<file path="config.mk">
export PLATFORM = sky130hd
export DESIGN_NAME = mic1_microsequencer
export DESIGN_NICKNAME = d
export VERILOG_FILES = /design/src/rtl/mic1_microsequencer.sv
export SDC_FILE = /design/constraint.sdc
export NUM_CORES = 1
export LEC_CHECK = 0
export ABC_AREA = 1
export BUFFER_PORTS_ARGS = -buffer_cell sky130_fd_sc_hd__buf_2
export CORE_MARGIN = 4
export CORE_UTILIZATION = 49
export CTS_BUF_LIST = sky130_fd_sc_hd__clkbuf_4 sky130_fd_sc_hd__clkbuf_8
export DETAILED_ROUTE_END_ITERATION = 16
export PLACE_DENSITY_LB_ADDON = 0.15
export RECOVER_POWER = 100
export SLEW_MARGIN = 40
export SYNTH_ARGS = -nofsm -noshare
export SYNTH_HDL_FRONTEND = slang
export SYNTH_SLANG_ARGS = --single-unit
</file>
<file path="constraint.sdc">
create_clock -name clk -period 1.8 [get_ports clk]
set_input_delay 0.54 -clock clk [delete_from_list [all_inputs] [get_ports clk]]
set_output_delay 0.54 -clock clk [all_outputs]
set_load 0.02 [all_outputs]
</file>
<file path="src/rtl/mic1_microsequencer.sv">
// MIC-1 microsequencer: fetches microwords into the MIR, drives datapath controls, and
// computes the next MPC from JAMN/JAMZ/JMPC. Define SINGLE_STEP_EN to gate LOAD on a step input.
module mic1_microsequencer #(
  parameter logic [8:0] HALT_ADDR  = 9'h1FF,
  parameter logic [8:0] START_ADDR = 9'h000
) (
  input  logic        clk,
  input  logic        reset_n,
  input  logic        start,
`ifdef SINGLE_STEP_EN
  input  logic        step,
`endif
  output logic [8:0]  cs_addr,
  input  logic [35:0] cs_data,
  input  logic [31:0] alu_out,
  input  logic [7:0]  mbr,
  input  logic        mem_ready,
  output logic        f0,
  output logic        f1,
  output logic        ena,
  output logic        enb,
  output logic        inva,
  output logic        inc,
  output logic        sll8,
  output logic        sra1,
  output logic [8:0]  c_wr,
  output logic        mem_rd,
  output logic        mem_wr,
  output logic        mem_fetch,
  output logic [3:0]  bsel,
  output logic        n_flag,
  output logic        z_flag,
  output logic        halted,
  output logic [8:0]  mpc
);

  typedef enum logic [2:0] {
    S_IDLE,
    S_LOAD,
    S_EXEC,
    S_WAIT,
    S_HALTED
  } state_t;

  state_t      state, state_nx;
  logic [35:0] mir, mir_nx;
  logic [8:0]  mpc_nx, pending_mpc, pending_nx;
  logic        n_nx, z_nx, halted_nx;
  logic        load_go;

  logic [8:0]  mir_next_addr;
  logic        mir_jmpc, mir_jamn, mir_jamz;
  logic        mir_write, mir_read, mir_fetch;
  logic        mem_req;
  logic        n_new, z_new;
  logic [8:0]  jump_addr;

  assign mir_next_addr = mir[35:27];
  assign mir_jmpc      = mir[26];
  assign mir_jamn      = mir[25];
  assign mir_jamz      = mir[24];
  assign mir_write     = mir[6];
  assign mir_read      = mir[5];
  assign mir_fetch     = mir[4];
  assign mem_req       = mir_write | mir_read | mir_fetch;

  assign cs_addr = mpc;

`ifdef SINGLE_STEP_EN
  assign load_go = step;
`else
  assign load_go = 1'b1;
`endif

  // Flags feeding the jump are this cycle's, not the latched ones.
  assign n_new = alu_out[31];
  assign z_new = (alu_out == '0);

  always_comb begin
    jump_addr = mir_next_addr;
    if ((mir_jamn && n_new) || (mir_jamz && z_new))
      jump_addr[8] = 1'b1;
    if (mir_jmpc)
      jump_addr[7:0] = mir_next_addr[7:0] | mbr;
  end

  always_ff @(posedge clk or negedge reset_n) begin
    if (!reset_n) begin
      state       <= S_IDLE;
      mpc         <= '0;
      mir         <= '0;
      n_flag      <= 1'b0;
      z_flag      <= 1'b0;
      halted      <= 1'b0;
      pending_mpc <= '0;
    end else begin
      state       <= state_nx;
      mpc         <= mpc_nx;
      mir         <= mir_nx;
      n_flag      <= n_nx;
      z_flag      <= z_nx;
      halted      <= halted_nx;
      pending_mpc <= pending_nx;
    end
  end

  always_comb begin
    state_nx   = state;
    mpc_nx     = mpc;
    mir_nx     = mir;
    n_nx       = n_flag;
    z_nx       = z_flag;
    halted_nx  = halted;
    pending_nx = pending_mpc;

    f0        = 1'b0;
    f1        = 1'b0;
    ena       = 1'b0;
    enb       = 1'b0;
    inva      = 1'b0;
    inc       = 1'b0;
    sll8      = 1'b0;
    sra1      = 1'b0;
    c_wr      = '0;
    mem_rd    = 1'b0;
    mem_wr    = 1'b0;
    mem_fetch = 1'b0;
    bsel      = '0;

    unique case (state)
      S_IDLE, S_HALTED: begin
        if (start) begin
          mpc_nx    = START_ADDR;
          halted_nx = 1'b0;
          state_nx  = S_LOAD;
        end
      end

      S_LOAD: begin
        if (load_go) begin
          mir_nx   = cs_data;
          state_nx = S_EXEC;
        end
      end

      S_EXEC: begin
        sll8      = mir[23];
        sra1      = mir[22];
        f0        = mir[21];
        f1        = mir[20];
        ena       = mir[19];
        enb       = mir[18];
        inva      = mir[17];
        inc       = mir[16];
        c_wr      = mir[15:7];
        mem_wr    = mir_write;
        mem_rd    = mir_read;
        mem_fetch = mir_fetch;
        bsel      = mir[3:0];

        n_nx = n_new;
        z_nx = z_new;

        if (mem_req && !mem_ready) begin
          pending_nx = jump_addr;
          state_nx   = S_WAIT;
        end else if (jump_addr == HALT_ADDR) begin
          mpc_nx    = jump_addr;
          halted_nx = 1'b1;
          state_nx  = S_HALTED;
        end else begin
          mpc_nx   = jump_addr;
          state_nx = S_LOAD;
        end
      end

      S_WAIT: begin
        mem_wr    = mir_write;
        mem_rd    = mir_read;
        mem_fetch = mir_fetch;
        if (mem_ready) begin
          mpc_nx = pending_mpc;
          if (pending_mpc == HALT_ADDR) begin
            halted_nx = 1'b1;
            state_nx  = S_HALTED;
          end else begin
            state_nx = S_LOAD;
          end
        end
      end

      default: state_nx = S_IDLE;
    endcase
  end

endmodule

</file>
# --- Word level (Yosys, flattened, before mapping) ---
# Cells that the tools add are included.
totals:
  elab_cells: 66
  register_bits: 60
  out_inout_bits: 45
classes:
  n_eq_ne: 11
  mux: 31
  reduce_logical: 14
  bitwise: 3
op_table:
  columns: ["operator", "count"]
  rows:
  - ["$mux W9", 4]
  - ["$logic_not A32 Y1", 1]
  - ["$pmux W9 S3", 1]
  - ["$eq A9 B9 Y1 const B", 2]
  - ["$mux W1", 17]
  - ["$mux W3", 5]
  - ["$pmux W3 S4", 1]
  - ["$ne A2 B2 Y1 const B", 5]
  - ["$mux W8", 1]
  - ["$or A8 B8 Y8", 1]
  - ["$eq A3 B2 Y1 const B", 2]
  - ["$reduce_and A6 Y1", 1]
  - ["$mux W4", 1]
  - ["$reduce_and A2 Y1", 2]
  - ["$reduce_and A4 Y1", 1]
  - ["$reduce_or A2 Y1", 2]
  - ["$eq A3 B1 Y1 const B", 1]
  - ["$eq A3 B3 Y1 const B", 1]
  - ["$logic_and A1 B1 Y1", 3]
  - ["$logic_not A3 Y1", 1]
  - ["$pmux W1 S3", 1]
  - ["$reduce_bool A3 Y1", 1]
  - ["$or A1 B1 Y1", 2]
  - ["$logic_not A1 Y1", 1]
  - ["$logic_or A1 B1 Y1", 1]

# --- Logic depth before layout (Yosys ltp) ---
logic_depth:
  depth_word: 8
  mapped_depth: 12

# --- Worst setup path after synthesis ---
# OpenSTA, ideal clock, no wires.
synth_timing:
  path_type: "flip-flop to output port"
  from: "reg state[2]"
  to: "out bsel[0]"
  stages_incl_launch_ff: 7
  t_arrival_ps: 1314
  slack_ps: -54
  required_time_ps: 1260
  path_cell_list: "dfrtp_1 > nor2_2 > inv_4 > nor2_4 > inv_4 > clkbuf_1 > nor2_1"
synth_between:
  elab_chain_len: 2
synth_rtl:
  columns: ["item", "line", "text"]
  rows:
  - ["start, declared", "45", "state_t state, state_nx;"]
  - ["start signal, assigned", "97", "state <= state_nx;"]
  - ["$eq A3 B2 Y1", "130", "unique case (state)"]
  - ["$mux W4", "130", null]
  - ["end, declared", "30", "output logic [3:0] bsel,"]
# Every way passes these cells.

# --- Final worst setup path ---
layout_timing:
  from: "reg state[2]"
  to: "out bsel[2]"
# The elaborated chain is that of the path after synthesis.

==> run summary <==
The total nets after synthesis is 413. Measured against its own limit, the worst slew margin works out to 12.2%. The checks that failed: setup timing.

The transition time of the tightest slew-check pin is 1.32 ns. The simple-gate area share of the yosys netlist is 20.0%. The top-level port count is 125. For this block, the via count after detailed routing is 2,825. The count of TritonRoute iterations in the first routing pass came out at 4.

The total CTS buffers is 9. The global-route congestion overflow total is 0. The total core area came out at 5570 um^2. The analysis attributes to cell leakage a power of 2.30 nW. In this run the worst setup path begins at state[2]$_DFFE_PN0P_.

The final core utilization is 80.3%. Summed over all instances, the cell type with the most area after synthesis is sky130_fd_sc_hd__dfrtp_1. The shortest period the worst path allows is 2.09 ns. The layout cell share with drive strength beyond 1 came out at 47.2%. Internal power comes to 5.27 mW. The largest fanout on the critical path is 10. The net switching power figure is 3.83 mW. Static timing analysis puts the maximum clock frequency at 480 MHz. Power spread over the standard cell area amounts to 2030 nW/um^2. The final hold violation count is 0. The routed length per instance came out at 16.0 um. The count of filler cells inserted in the layout is 341. The finished cells cover 4480 um^2. The maximum level of the CTS H-tree came out at 3.

The parity-gate share of the synthesized area counting xor and xnor cells came out at 0%. Counting flops with a built-in enable in the synthesized netlist gives 0. The synthesis-to-layout area growth came out at 57.3%. The startpoint-to-endpoint class of the critical path is reg2out.

Following the worst setup path forward leads to its endpoint at bsel[2]. The total routing resource utilization after global routing is 21.8%. The iteration-0 DRC count of the detailed router is 178. The placed wire-length estimate came out at 5030 um. For this run, design rule violations remaining after detail routing come to 0. The post-synthesis sequential element count came out at 60. The sequential group share of total power came out at 26.5%. The die area is 7090 um^2. The top flip-flop cell by instance count after synthesis is sky130_fd_sc_hd__dfrtp_1.

The area share of the largest cell type after synthesis came out at 52.7%. The type of origin of the critical path is a register. The clock-pin slew on the worst setup and hold paths came out at 0.07 ns.

The largest net degree at the start of global routing came out at 61. The adder and majority cell fraction of the synthesized area came out at 0%. The slack of the worst reg-to-reg path is -0.04 ns. The global placer's final weighted congestion is 0.829. For the worst flop-to-flop path, the logic depth is 12. The flow ran to the end, but the final reports show violations. After synthesis, the cell types taking the most area are sky130_fd_sc_hd__dfrtp_1 (53%), sky130_fd_sc_hd__nor2_1 (11%), sky130_fd_sc_hd__nand2_1 (6.3%). The first global-routing pass estimated 12,200 um of wire. The switching share of power is 42.1%. TritonCTS built the clock tree. The instance area at placement is 3510 um^2. The complex-gate fraction of the synthesized area is 13.0%. The routed wire length is 9010 um. The terminus of the critical flop-to-flop path is cs_addr[8]$_DFFE_PN0P_. The clock latency of the later-clocked register in the worst-skew pair is 0.34 ns. The per-cell via count in the routed design came out at 5.01.

The part of the cycle the worst path needs is 116%. The buffer levels on the longest clock path came out at 2. The Yosys warning count came out at 0. The count of final max-slew check failures came to 0.

The total number of nets in the final design is 567. After synthesis, the most frequently instantiated cells are sky130_fd_sc_hd__nor2_1 (82), sky130_fd_sc_hd__dfrtp_1 (60), sky130_fd_sc_hd__nand2_1 (48), sky130_fd_sc_hd__a21oi_1 (34), sky130_fd_sc_hd__inv_1 (34). The worst path setup slack after routing is -0.285 ns. On the final layout, the worst clock skew is 0.00688 ns. The number of antenna violations at the first check in global routing came out at 0. The mapped netlist covers 2850 um^2.

The clock sink count is 60. The starting utilization of the core area is 51.1%. The min-delay analysis places its worst path in the category in2reg. The power consumption is 9.10 mW. The worst supply voltage drop on vdd is 1.49 mV. The die is 84.2 um tall. The most numerous cell in the Yosys netlist is sky130_fd_sc_hd__nor2_1. The max capacitance violation total came out at 0.

0 antenna diodes ended up in the layout. Setup repair after global routing could not meet its margin everywhere. After floorplanning, the core was divided into 27 placement rows. The mean instance size in the synthesized netlist came out at 8.55 um^2. Combinational logic burns 58.5% of the power.

STA classifies the critical path endpoint as a primary output. The number of unique standard cell types used by synthesis came out at 26. The count of hold buffers inserted by post-cts repair came out at 0. The number of global-route vias before repair came out at 2,707. The root buffer cell is sky130_fd_sc_hd__clkbuf_8. Measured along the x axis, the die boundary spans 84.2 um. The count of input and output buffers is 124. The signal arrival time at the worst endpoint came out at 1.55 ns.

The mux cell area share after synthesis came out at 4.75%. The remaining number of nets flagged by the antenna check after routing came out at 0. Synthesis produced a netlist whose cell count is 333. Sequential elements use 52.7% of the synthesized area.

The final number of setup-violating endpoints is 38. The clock network power share is 15.0%. The startpoint identified for the worst register-to-register timing path is state[2]$_DFFE_PN0P_. For the worst setup path, the data required time is 1.26 ns. By area, the combinational part of the netlist is dominated by simple AND/OR/NAND/NOR gates. In the synthesized netlist the async set-or-reset flop fraction comes to 100%.
[through the flow]
stage / worst slack (ns) / setup TNS (ns) / hold slack (ns) / cells
after CTS: -0.249 / -7.21 / 0.211 / 544
after global routing: -0.344 / -8.84 / 0.416 / 564
final: -0.285 / -5.95 / 0.429 / 564
after floorplan: -0.0536 / -1.07 / 0.244 / 333
after global placement: 0.0741 / 0 / 0.453 / 514
after detailed placement: 0.0103 / 0 / 0.465 / 514
[power groups by stage]
stage	registers (mW)	logic, mW	clock network, mW
4_1_cts	2.39	4.02	1.39
5_1_grt	2.49	5.73	1.45
2_1_floorplan	2.46	2.45	0
6_report	2.41	5.32	1.37
3_3_place_gp	2.36	3.39	0
3_5_place_dp	2.40	3.46	0
[cells by family after synthesis]
kind of cell           Yosys count
AND/OR/NAND/NOR                142
AO/OA/AOI/OAI                   60
buffers and inverters           59
multiplexers                    12
flip-flops                      60
[worst min-delay path by stage]
stage | endpoint | startpoint | depth (start not counted) | slack (ns)
after floorplan | cs_addr[0]$_DFFE_PN0P_ | reset_n | 0 | 0.24
after CTS | mir[25]$_DFFE_PN0P_ | reset_n | 2 | 0.21
after global routing | mir[34]$_DFFE_PN0P_ | cs_data[34] | 2 | 0.42
final | mir[34]$_DFFE_PN0P_ | cs_data[34] | 2 | 0.43
after global placement | n_flag$_DFFE_PN0N_ | n_flag$_DFFE_PN0N_ | 2 | 0.45
after detailed placement | z_flag$_DFFE_PN0N_ | z_flag$_DFFE_PN0N_ | 2 | 0.46
[cells in the final DEF, fill, tap and decap left out, drive strengths merged]
cell	instances
o21ai	6
a22oi	9
buf	157
bufinv	2
nand3b	1
nor2	85
clkbuf	15
clkinvlp	3
mux2	12
a211oi	1
a21oi	35
dfrtp	60
nand2	48
a21o	8
inv	39
o41ai	1
nand3	5
nand4	3
clkinv	2
[flip-flops by register name, summed over array words and instances, names as in the netlist]
register,flops
halted,1
pending_mpc,9
z_flag,1
mir,36
n_flag,1
state,3
cs_addr,9
[critical path, stage by stage (launching register included)]
cell	delay (ns)
sky130_fd_sc_hd__dfrtp_1	0.42
sky130_fd_sc_hd__nor2_4	0.16
sky130_fd_sc_hd__inv_4	0.05
sky130_fd_sc_hd__nor2_4	0.12
sky130_fd_sc_hd__buf_12	0.14
sky130_fd_sc_hd__inv_8	0.07
sky130_fd_sc_hd__nor2_4	0.11
sky130_fd_sc_hd__buf_6	0.13
[area by class of cell]
class                   instances  area [um^2]  share of cell area (%)
flip-flops and latches         60         1500                    33.5
multi-input cells             214         1290                    28.7
repair buffers                162         1200                    26.8
inverters                      38          153                    3.41
clock buffers                  10          138                    3.07
well taps                      72         90.1                    2.01
clock inverters                 6         87.6                    1.96
repair inverters                2         20.0                   0.447
[metal layers]
layer  track usage (%)  part of all wire (%)  vias to the layer above
met1              25.0                    38                     1329
met2              37.7                    53                      117
li1                  -                     -                     1363
met3              6.48                   6.9                       16
met5                 0                     0                        -
met4              9.65                   2.0                        0
[repair_timing]
action / in CTS / in global routing
setup buffers: 12 / 19
setup endpoints to repair: 24 / 74
pin swaps: 3 / 6
resized for setup: 46 / 76
cloned: 2 / 4
Power figures use the tool's default switching activity.
